## config.mk

```make
export PLATFORM = sky130hd
export DESIGN_NAME = accel_req_packer
export DESIGN_NICKNAME = d
export VERILOG_FILES = /design/src/rtl/accel_req_packer.sv
export SDC_FILE = /design/constraint.sdc
export NUM_CORES = 1
export LEC_CHECK = 0
export CORE_MARGIN = 4
export CORE_UTILIZATION = 51
export CTS_BUF_LIST = sky130_fd_sc_hd__clkbuf_16
export CTS_CLUSTER_DIAMETER = 200
export DETAILED_ROUTE_END_ITERATION = 6
export PLACE_DENSITY = 0.79
export SYNTH_ARGS = -nofsm -noshare
export SYNTH_HDL_FRONTEND = slang
export SYNTH_SLANG_ARGS = --single-unit
```

## constraint.sdc

```tcl
create_clock -name aclk -period 3.9 [get_ports aclk]
set_input_delay 0.975 -clock aclk [delete_from_list [all_inputs] [get_ports aclk]]
set_output_delay 0.975 -clock aclk [all_outputs]
set_load 0.02 [all_outputs]
```

## src/rtl/accel_req_packer.sv

```systemverilog
// rtl/accel_req_packer.sv - buffers accelerator requests and emits them as credit-limited AXI-Stream packets.
// Optional ACCEL_REQ_PACKER_OPCODE_BEAT_EN adds the opcode as a third beat; otherwise packets are two beats.
module accel_req_packer #(
  parameter int DATA_WIDTH      = 64,
  parameter int FIFO_DEPTH      = 4,
  parameter int MAX_OUTSTANDING = 2
) (
  input  logic                                   aclk,
  input  logic                                   aresetn,
  input  logic                                   req_valid,
  output logic                                   req_ready,
  input  logic [DATA_WIDTH-1:0]                  req_op_a,
  input  logic [DATA_WIDTH-1:0]                  req_op_b,
  input  logic [DATA_WIDTH-1:0]                  req_opcode,
  input  logic [1:0]                             req_dest,
  output logic [DATA_WIDTH-1:0]                  m_axis_tdata,
  output logic                                   m_axis_tvalid,
  input  logic                                   m_axis_tready,
  output logic                                   m_axis_tlast,
  output logic [1:0]                             m_axis_tdest,
  input  logic                                   rsp_done,
  output logic [$clog2(MAX_OUTSTANDING+1)-1:0]   outstanding,
  output logic                                   credit_err
);

  localparam int AW = (FIFO_DEPTH > 1) ? $clog2(FIFO_DEPTH) : 1;
  localparam int CW = $clog2(FIFO_DEPTH + 1);
  localparam int OW = $clog2(MAX_OUTSTANDING + 1);

`ifdef ACCEL_REQ_PACKER_OPCODE_BEAT_EN
  localparam bit OPCODE_BEAT = 1'b1;
`else
  localparam bit OPCODE_BEAT = 1'b0;
`endif

  typedef enum logic [1:0] {
    IDLE    = 2'd0,
    BEAT_A  = 2'd1,
    BEAT_B  = 2'd2,
    BEAT_OP = 2'd3
  } state_t;

  logic [DATA_WIDTH-1:0] r_mem_a    [FIFO_DEPTH];
  logic [DATA_WIDTH-1:0] r_mem_b    [FIFO_DEPTH];
  logic [DATA_WIDTH-1:0] r_mem_op   [FIFO_DEPTH];
  logic [1:0]            r_mem_dest [FIFO_DEPTH];

  logic [AW-1:0]         r_wr_ptr;
  logic [AW-1:0]         r_rd_ptr;
  logic [CW-1:0]         r_count;
  logic                  r_req_ready;

  state_t                r_state;
  logic [DATA_WIDTH-1:0] r_pkt_b;
  logic [DATA_WIDTH-1:0] r_pkt_op;
  logic [DATA_WIDTH-1:0] r_tdata;
  logic                  r_tvalid;
  logic                  r_tlast;
  logic [1:0]            r_tdest;
  logic [OW-1:0]         r_outstanding;
  logic                  r_credit_err;

  logic                  w_push;
  logic                  w_pop;
  logic                  w_beat_hs;
  logic                  w_final_hs;
  logic [CW-1:0]         w_count_next;

  assign w_push     = req_valid && r_req_ready;
  assign w_pop      = (r_state == IDLE) && (r_count != '0) &&
                      (r_outstanding < OW'(MAX_OUTSTANDING));
  assign w_beat_hs  = r_tvalid && m_axis_tready;
  assign w_final_hs = w_beat_hs && r_tlast;

  always_comb begin
    w_count_next = r_count;
    if (w_push && !w_pop) begin
      w_count_next = r_count + CW'(1);
    end else if (!w_push && w_pop) begin
      w_count_next = r_count - CW'(1);
    end
  end

  // Payload storage needs no reset; occupancy is tracked by the pointers and count.
  always_ff @(posedge aclk) begin
    if (w_push) begin
      r_mem_a[r_wr_ptr]    <= req_op_a;
      r_mem_b[r_wr_ptr]    <= req_op_b;
      r_mem_op[r_wr_ptr]   <= req_opcode;
      r_mem_dest[r_wr_ptr] <= req_dest;
    end
  end

  // Ready is registered from the next occupancy so it never depends on m_axis_tready.
  always_ff @(posedge aclk or negedge aresetn) begin
    if (!aresetn) begin
      r_wr_ptr    <= '0;
      r_rd_ptr    <= '0;
      r_count     <= '0;
      r_req_ready <= 1'b0;
    end else begin
      if (w_push) r_wr_ptr <= r_wr_ptr + AW'(1);
      if (w_pop)  r_rd_ptr <= r_rd_ptr + AW'(1);
      r_count     <= w_count_next;
      r_req_ready <= (w_count_next < CW'(FIFO_DEPTH));
    end
  end

  always_ff @(posedge aclk or negedge aresetn) begin
    if (!aresetn) begin
      r_state  <= IDLE;
      r_pkt_b  <= '0;
      r_pkt_op <= '0;
      r_tdata  <= '0;
      r_tvalid <= 1'b0;
      r_tlast  <= 1'b0;
      r_tdest  <= '0;
    end else begin
      case (r_state)
        IDLE: begin
          if (w_pop) begin
            r_pkt_b  <= r_mem_b[r_rd_ptr];
            r_pkt_op <= r_mem_op[r_rd_ptr];
            r_tdata  <= r_mem_a[r_rd_ptr];
            r_tdest  <= r_mem_dest[r_rd_ptr];
            r_tvalid <= 1'b1;
            r_tlast  <= 1'b0;
            r_state  <= BEAT_A;
          end
        end
        BEAT_A: begin
          if (w_beat_hs) begin
            r_tdata <= r_pkt_b;
            r_tlast <= !OPCODE_BEAT;
            r_state <= BEAT_B;
          end
        end
        BEAT_B: begin
          if (w_beat_hs) begin
            if (OPCODE_BEAT) begin
              r_tdata <= r_pkt_op;
              r_tlast <= 1'b1;
              r_state <= BEAT_OP;
            end else begin
              r_tdata  <= '0;
              r_tvalid <= 1'b0;
              r_tlast  <= 1'b0;
              r_tdest  <= '0;
              r_state  <= IDLE;
            end
          end
        end
        BEAT_OP: begin
          if (w_beat_hs) begin
            r_tdata  <= '0;
            r_tvalid <= 1'b0;
            r_tlast  <= 1'b0;
            r_tdest  <= '0;
            r_state  <= IDLE;
          end
        end
        default: begin
          r_tvalid <= 1'b0;
          r_tlast  <= 1'b0;
          r_state  <= IDLE;
        end
      endcase
    end
  end

  // A response arriving alongside an issue nets to zero and is not a credit error.
  always_ff @(posedge aclk or negedge aresetn) begin
    if (!aresetn) begin
      r_outstanding <= '0;
      r_credit_err  <= 1'b0;
    end else begin
      case ({w_final_hs, rsp_done})
        2'b10: r_outstanding <= r_outstanding + OW'(1);
        2'b01: begin
          if (r_outstanding != '0) begin
            r_outstanding <= r_outstanding - OW'(1);
          end else begin
            r_credit_err <= 1'b1;
          end
        end
        default: r_outstanding <= r_outstanding;
      endcase
    end
  end

  assign req_ready     = r_req_ready;
  assign m_axis_tdata  = r_tdata;
  assign m_axis_tvalid = r_tvalid;
  assign m_axis_tlast  = r_tlast;
  assign m_axis_tdest  = r_tdest;
  assign outstanding   = r_outstanding;
  assign credit_err    = r_credit_err;

endmodule
```

==> results.md <==
- Worst-Skew Late Latency: 590 ps
- Die X-Extent: about 230 um
- Worst-Margin Slew: 1020 ps
- Crit. End Element: register
- RD Place Congestion: around 0.74
- GRT Total Usage: 0.203
- Crit start category: register
- Comb pwr share: 0.333
- Number of distinct library cells after synthesis: 40
- Clk buf depth: 3
- NetSw: around 8 mW
- Worst reg-to-reg setup slack: 980 ps
- Num CTS Buffers: 67
- Post-DP HPWL: 30500 um
- Pleak: around 11 nW
- Remaining global-route overflow: 0
- Wirelength per Cell: 23.3 um
- Commonest non-fill, non-tap cell in the layout: edfxtp_1
- Setup repair bufs after CTS: 0
- Initial antenna violation count: 6
- CP Class: reg -> reg
- GR Layer Usage met2: 0.348
- Fillers: 3386
- First-pass GRT wire length: 82700 um
- Power Dens Cells: 832 mW/mm^2
- Crit Path Max Fanout: 38
- Post-synth ARST share: 0.218
- Layout Nets: around 1800
- Final setup violation count: 0
- Row count: slightly above 80
- Share of cells above drive strength 1: 0.208
- Drt drc: 0
- Die ar.: between 0.05 and 0.06 sq mm
- Hold Path Class: in -> async
- YS warnings: 0
- Vias: 13100
- Reg2reg end: r_pkt_b[57]
- Met1 usage: 0.261
- Layout area overhead: 20.3%
- Maxcap violations: 0
- Placeable Area: 0.0491 sq mm
- Met3 usage in global routing: 0.0385
- Clock skew: 15.3 ps
- Syn avg cell area: approximately 19 sq um
- I/O Buffers: just over 200
- Most frequent cells in the layout: 520 x edfxtp_1, 205 x clkdlybuf4s50_1, 143 x dfrtp_1
- R2R cell count: 7
- Crit share post-route: 0.750
- Fin crit period: 2920 ps
- Largest net degree at the start of global routing: 129
- Hold buffers post-CTS: 0
- TritonRoute pass-1 iters: 5
- Sequential fraction of the synthesis area: 0.757
- Internal: 17.5 mW
- Reg2reg start: r_count[0]
- Vias per cell: between 5 and 6
- RSZ-0062 raised after global routing: no
- Worst path required time: between 4000 and 5000 ps
- Syn nets: between 1500 and 2000
- CTS tree: built
- Starting Density: 0.518
- Remaining antenna violation count: 0
- Clk root buf: clkbuf_16
- Crit path launch: r_count[0]
- Die height: roughly 230 um
- Final Core Density: 0.623
- Clock transition at path regs: 60 ps
- CP arrival: 3390 ps
- Reg power frac: 0.418
- Hold WS: 441 ps
- Iteration-0 DRC Markers: 1113
- Gate Count Post-Synth: 1335
- Crit-path cells: inv_1 -> ha_1 -> and2b_2 -> or2_1 -> clkinv_16 -> buf_4 -> mux2_4
- FMAX: 0.342 GHz
- Worst path slowest cell: buf_4
- Max-slew headroom: 0.320
- Post-DP Area: 0.0284 sq mm
- Final Hold Viols: 0
- Flops & latches, synth: 665
- Slew Limit Fails: 0
- Clock share of power: 0.249
- Status: complete, no violations
- CTS resizes: 0
- Tot Pwr: 25.4 mW
- Final instance area: 0.0306 sq mm
- Slowest cell delay on critical path: 720 ps
- VDD IR max: 0.00115 V
- H-tree depth: 3
- I/O pin cnt: 271
- Number of global-route vias before repair: 14000
- Number of flops mapped to enable cells by yosys: 520
- Gr busiest metal: met2
- Primary FF master, synth: edfxtp_1
- Total wire length: 53600 um
- Sw Ratio: 0.314
- TNS Setup: 0 ps
- Post-Syn Area: approximately 0.025 sq mm
- Clk sinks: 665
## cells by family after synthesis
family                   count (synthesis)  synth area share
AO/OA/AOI/OAI                          145            0.0386
XOR/XNOR                                 4           0.00167
adder cells (fa/ha/maj)                  9           0.00443
buffers and inverters                   82            0.0206
flip-flops                             665             0.757
multiplexers                           259             0.150
AND/OR/NAND/NOR                        171            0.0272
## Yosys cell counts, types with 2 or more instances
cell,instances,area share
a21oi_1,66,0.013
a221oi_1,64,0.022
and2b_2,2,0.00069
and3_1,4,0.00098
buf_12,7,0.0055
buf_2,39,0.0077
buf_6,3,0.0013
clkbuf_1,22,0.0032
dfrtp_1,145,0.14
edfxtp_1,520,0.61
ha_1,9,0.0044
inv_1,8,0.0012
mux2_2,65,0.029
mux2_4,64,0.038
mux2i_1,64,0.025
mux4_2,66,0.058
nand2_1,20,0.0030
nand3_1,4,0.00079
nor2_1,131,0.019
o21ai_0,9,0.0018
or3_1,2,0.00049
xnor2_1,3,0.0010
## worst max-delay path: cells and delay by family, from the launching register on
family,cells,cell delay [ps]
buf+inv,3,1020
mux,1,360
fa+ha+maj,1,190
simple gates,2,670
flops,1,390
## layout make-up
class                   instances  area [sq um]  share of cell area
diodes                          6          15.0            0.000491
clock buffers                  71          1780              0.0581
clock inverters                50           407              0.0133
multi-input cells             588          5690               0.186
repair buffers                244          2550              0.0833
inverters                       9          60.1             0.00196
well taps                     664           831              0.0272
flip-flops and latches        665         19300               0.630
## how the worst max path moves through the flow
stage	endpoint	slack [ps]	depth (start not counted)
6_report	r_pkt_b[57]	980	7
5_1_grt	r_pkt_b[57]	870	7
4_1_cts	r_pkt_b[57]	1020	7
3_5_place_dp	r_mem_b[3][15]	1030	3
3_3_place_gp	r_mem_b[3][15]	1050	3
2_1_floorplan	r_mem_a[1][0]	860	1
## registers in the layout, summed over array words and instances (netlist names), named ones only
name and count:
r_mem_dest 8, m_axis_tlast 1, credit_err 1, r_count 2, r_mem_a 256, m_axis_tdest 2, r_rd_ptr 2, r_mem_b 256
outstanding 2, r_state 2, m_axis_tdata 64, m_axis_tvalid 1, req_ready 1, r_wr_ptr 2, r_pkt_b 64
## metal layers
layer  wire, um  vias to the layer above
met1      21500                     6763
met2      27300                      457
met4       1550                        0
li1           -                     5742
met3       3280                       99
met5          0                        -
## per-stage QoR
stage | worst slack, ps | std cells
2_1_floorplan | 863 | 1335
3_3_place_gp | 1050 | 2170
3_5_place_dp | 1030 | 2170
4_1_cts | 1020 | 2291
5_1_grt | 871 | 2295
6_report | 975 | 2297
## power groups by stage
stage	Clock [mW]	Combinational (mW)	Sequential [mW]
5_1_grt	6.78	9.12	10.8
3_5_place_dp	0	8.55	10.8
6_report	6.32	8.47	10.6
3_3_place_gp	0	8.31	10.7
2_1_floorplan	0	5.72	10.8
4_1_cts	6.45	8.60	10.7
(Power assumes the default switching activity.)
==> RTL change: new RTL, same settings <==
Make the reset (`aresetn`) synchronous in 3 clocked blocks.
--- a/src/rtl/accel_req_packer.sv
+++ b/src/rtl/accel_req_packer.sv
@@ -94,3 +94,3 @@
   // Ready is registered from the next occupancy so it never depends on m_axis_tready.
-  always_ff @(posedge aclk or negedge aresetn) begin
+  always_ff @(posedge aclk) begin
     if (!aresetn) begin
@@ -108,3 +108,3 @@
 
-  always_ff @(posedge aclk or negedge aresetn) begin
+  always_ff @(posedge aclk) begin
     if (!aresetn) begin
@@ -171,3 +171,3 @@
   // A response arriving alongside an issue nets to zero and is not a credit error.
-  always_ff @(posedge aclk or negedge aresetn) begin
+  always_ff @(posedge aclk) begin
     if (!aresetn) begin
Function: differs if aresetn is asserted again (counterexample within 4 cycles, from zero or initial values and one cycle with aresetn low); with aresetn held inactive, the same outputs for 4 cycles.
==> RTL change against the unedited design <==
Design area shrank 4.9%; routed wire length shrank 5.1%; sequential cell count grew 2; synthesized area shrank 5.8%; critical path depth shrank 6; setup slack gained 230 ps; final cell count shrank 11%; highest routed layer unchanged.
Power is not compared: it rests on default switching activity, and its combinational part moved more than twofold at a synthesized area within 25%.
==> RTL change: results (changes against the unedited design) <==
==========================================================================
Outcome                                                       finished clean   unchanged
DP HPWL                                                       29390 microns   was 30530 microns
TritonCTS buffer count                                                  68   was 67
Worst hold-check path type                                         reg2reg   was in2async
Sequential share of the synthesized area                            77.49%   was 75.72%
Post-DP Area                                                  0.02699 sq mm   was 0.02838 sq mm
Share of Yosys cell area claimed by the top area cell type          65.20%   was 61.44%
Filler cell count                                                     3137   was 3386
Antenna violations before repair                                         2   was 6
Number of non-filler instances in the completed layout                2048   was 2297
Clk_skew                                                          12.59 ps   was 15.32 ps
# nets final                                                          1596   was 1783
Proportion of layout cells with a drive suffix above 1              18.69%   was 20.84%
First-pass GRT wire length                                    76570 microns   was 82740 microns
Crit path max fanout                                                     6   was 38
Dominant cells by area after synthesis                        sky130_fd_sc_hd__edfxtp_1, sky130_fd_sc_hd__dfxtp_1, sky130_fd_sc_hd__mux4_2   was sky130_fd_sc_hd__edfxtp_1, sky130_fd_sc_hd__dfrtp_1, sky130_fd_sc_hd__mux4_2
Via Count                                                            12040   was 13060
Clock insertion delay at the later pin of the skew report           570 ps   was 590 ps
Netlist cell types                                                      34   was 40
Mean area per synthesized cell                                 21.03 sq um   was 19.04 sq um
Global placer's final weighted congestion                           0.7467   was 0.7422
Pin slew with the least headroom to its limit                      1031 ps   was 1020 ps
Number of DRC violations after detailed-routing iteration 0           1029   was 1113
Post-synth top cells                                          sky130_fd_sc_hd__edfxtp_1, sky130_fd_sc_hd__dfxtp_1, sky130_fd_sc_hd__mux4_2, sky130_fd_sc_hd__a22o_1, sky130_fd_sc_hd__a21o_1   was sky130_fd_sc_hd__edfxtp_1, sky130_fd_sc_hd__dfrtp_1, sky130_fd_sc_hd__nor2_1, sky130_fd_sc_hd__a21oi_1, sky130_fd_sc_hd__mux4_2
Maximum resistive drop on vdd                                  0.0005069 V
Overall Global Routing Usage                                        20.14%   was 20.35%
Net Count, Synth                                                      1347   was 1543
Via count of the first global-routing pass                           12630   was 14030
==========================================================================
[RTL change: per-stage QoR]
| stage | setup WS, ps | power [W] |
|---|---|---|
| global route | 1127 | 0.02030 |
| floorplan | 863.0 | 0.01189 |
| detailed placement | 714.6 | 0.01363 |
| finish | 1206 | 0.01945 |
| CTS | 1170 | 0.01965 |
| global placement | 750.2 | 0.01348 |
[RTL change: path summary, 6_finish.rpt]
path	from	end	slack, ps	cells after the start
worst min-delay path	m_axis_tdata[0]	m_axis_tdata[0]	450	1
worst max-delay path	req_ready	req_ready	1210	1
worst max register to register	r_count[0]	m_axis_tdata[50]	1640	7
worst min register to register	m_axis_tdata[0]	m_axis_tdata[0]	450	1
[RTL change: power by group]
| group | internal, W | total (W) | switching (W) |
|---|---|---|---|
| logic | 0.00202 | 0.00411 | 0.00208 |
| clock network | 0.00349 | 0.00600 | 0.00251 |
| registers | 0.00874 | 0.00934 | 0.000604 |
[RTL change: cell families after synthesis]
| kind of cell | share of synthesized area (%) |
|---|---|
| AOI/OAI and AO/OA | 7.278 |
| buffers and inverters | 1.562 |
| and+or+nand+nor | 0.8307 |
| muxes | 12.23 |
| DFF | 77.49 |
| xor gates and xnor gates | 0.1463 |
| adders and majority gates | 0.4702 |
[RTL change: metal layers]
metal	wire length, microns	share of wire, %	GRT usage, %	vias to the layer above
li1	-	-	-	5232
met1	21400	42	28.01	6319
met2	25220	50	32.75	399
met3	3145	6.2	4.372	89
met4	1069	2.1	5.830	0
met5	0	0	0	-
[RTL change: layout make-up]
class	instances	area [sq um]	area share, %
multi-input cells	398	5069	17.43
well taps	607	759.5	2.611
diodes	2	5.005	0.01721
inverters	10	37.54	0.1290
flip-flops and latches	667	18570	63.85
repair buffers	243	2552	8.775
clock buffers	73	1827	6.280
clock inverters	48	264.0	0.9076
[RTL change: worst reg2reg max path, delay by kind of cell, from the launching register on]
kind                       cells  cell delay [ps]
AOI/OAI and AO/OA              2              400
adders and majority gates      1              190
DFF                            1              380
buffers and inverters          2              510
and+or+nand+nor                2              730
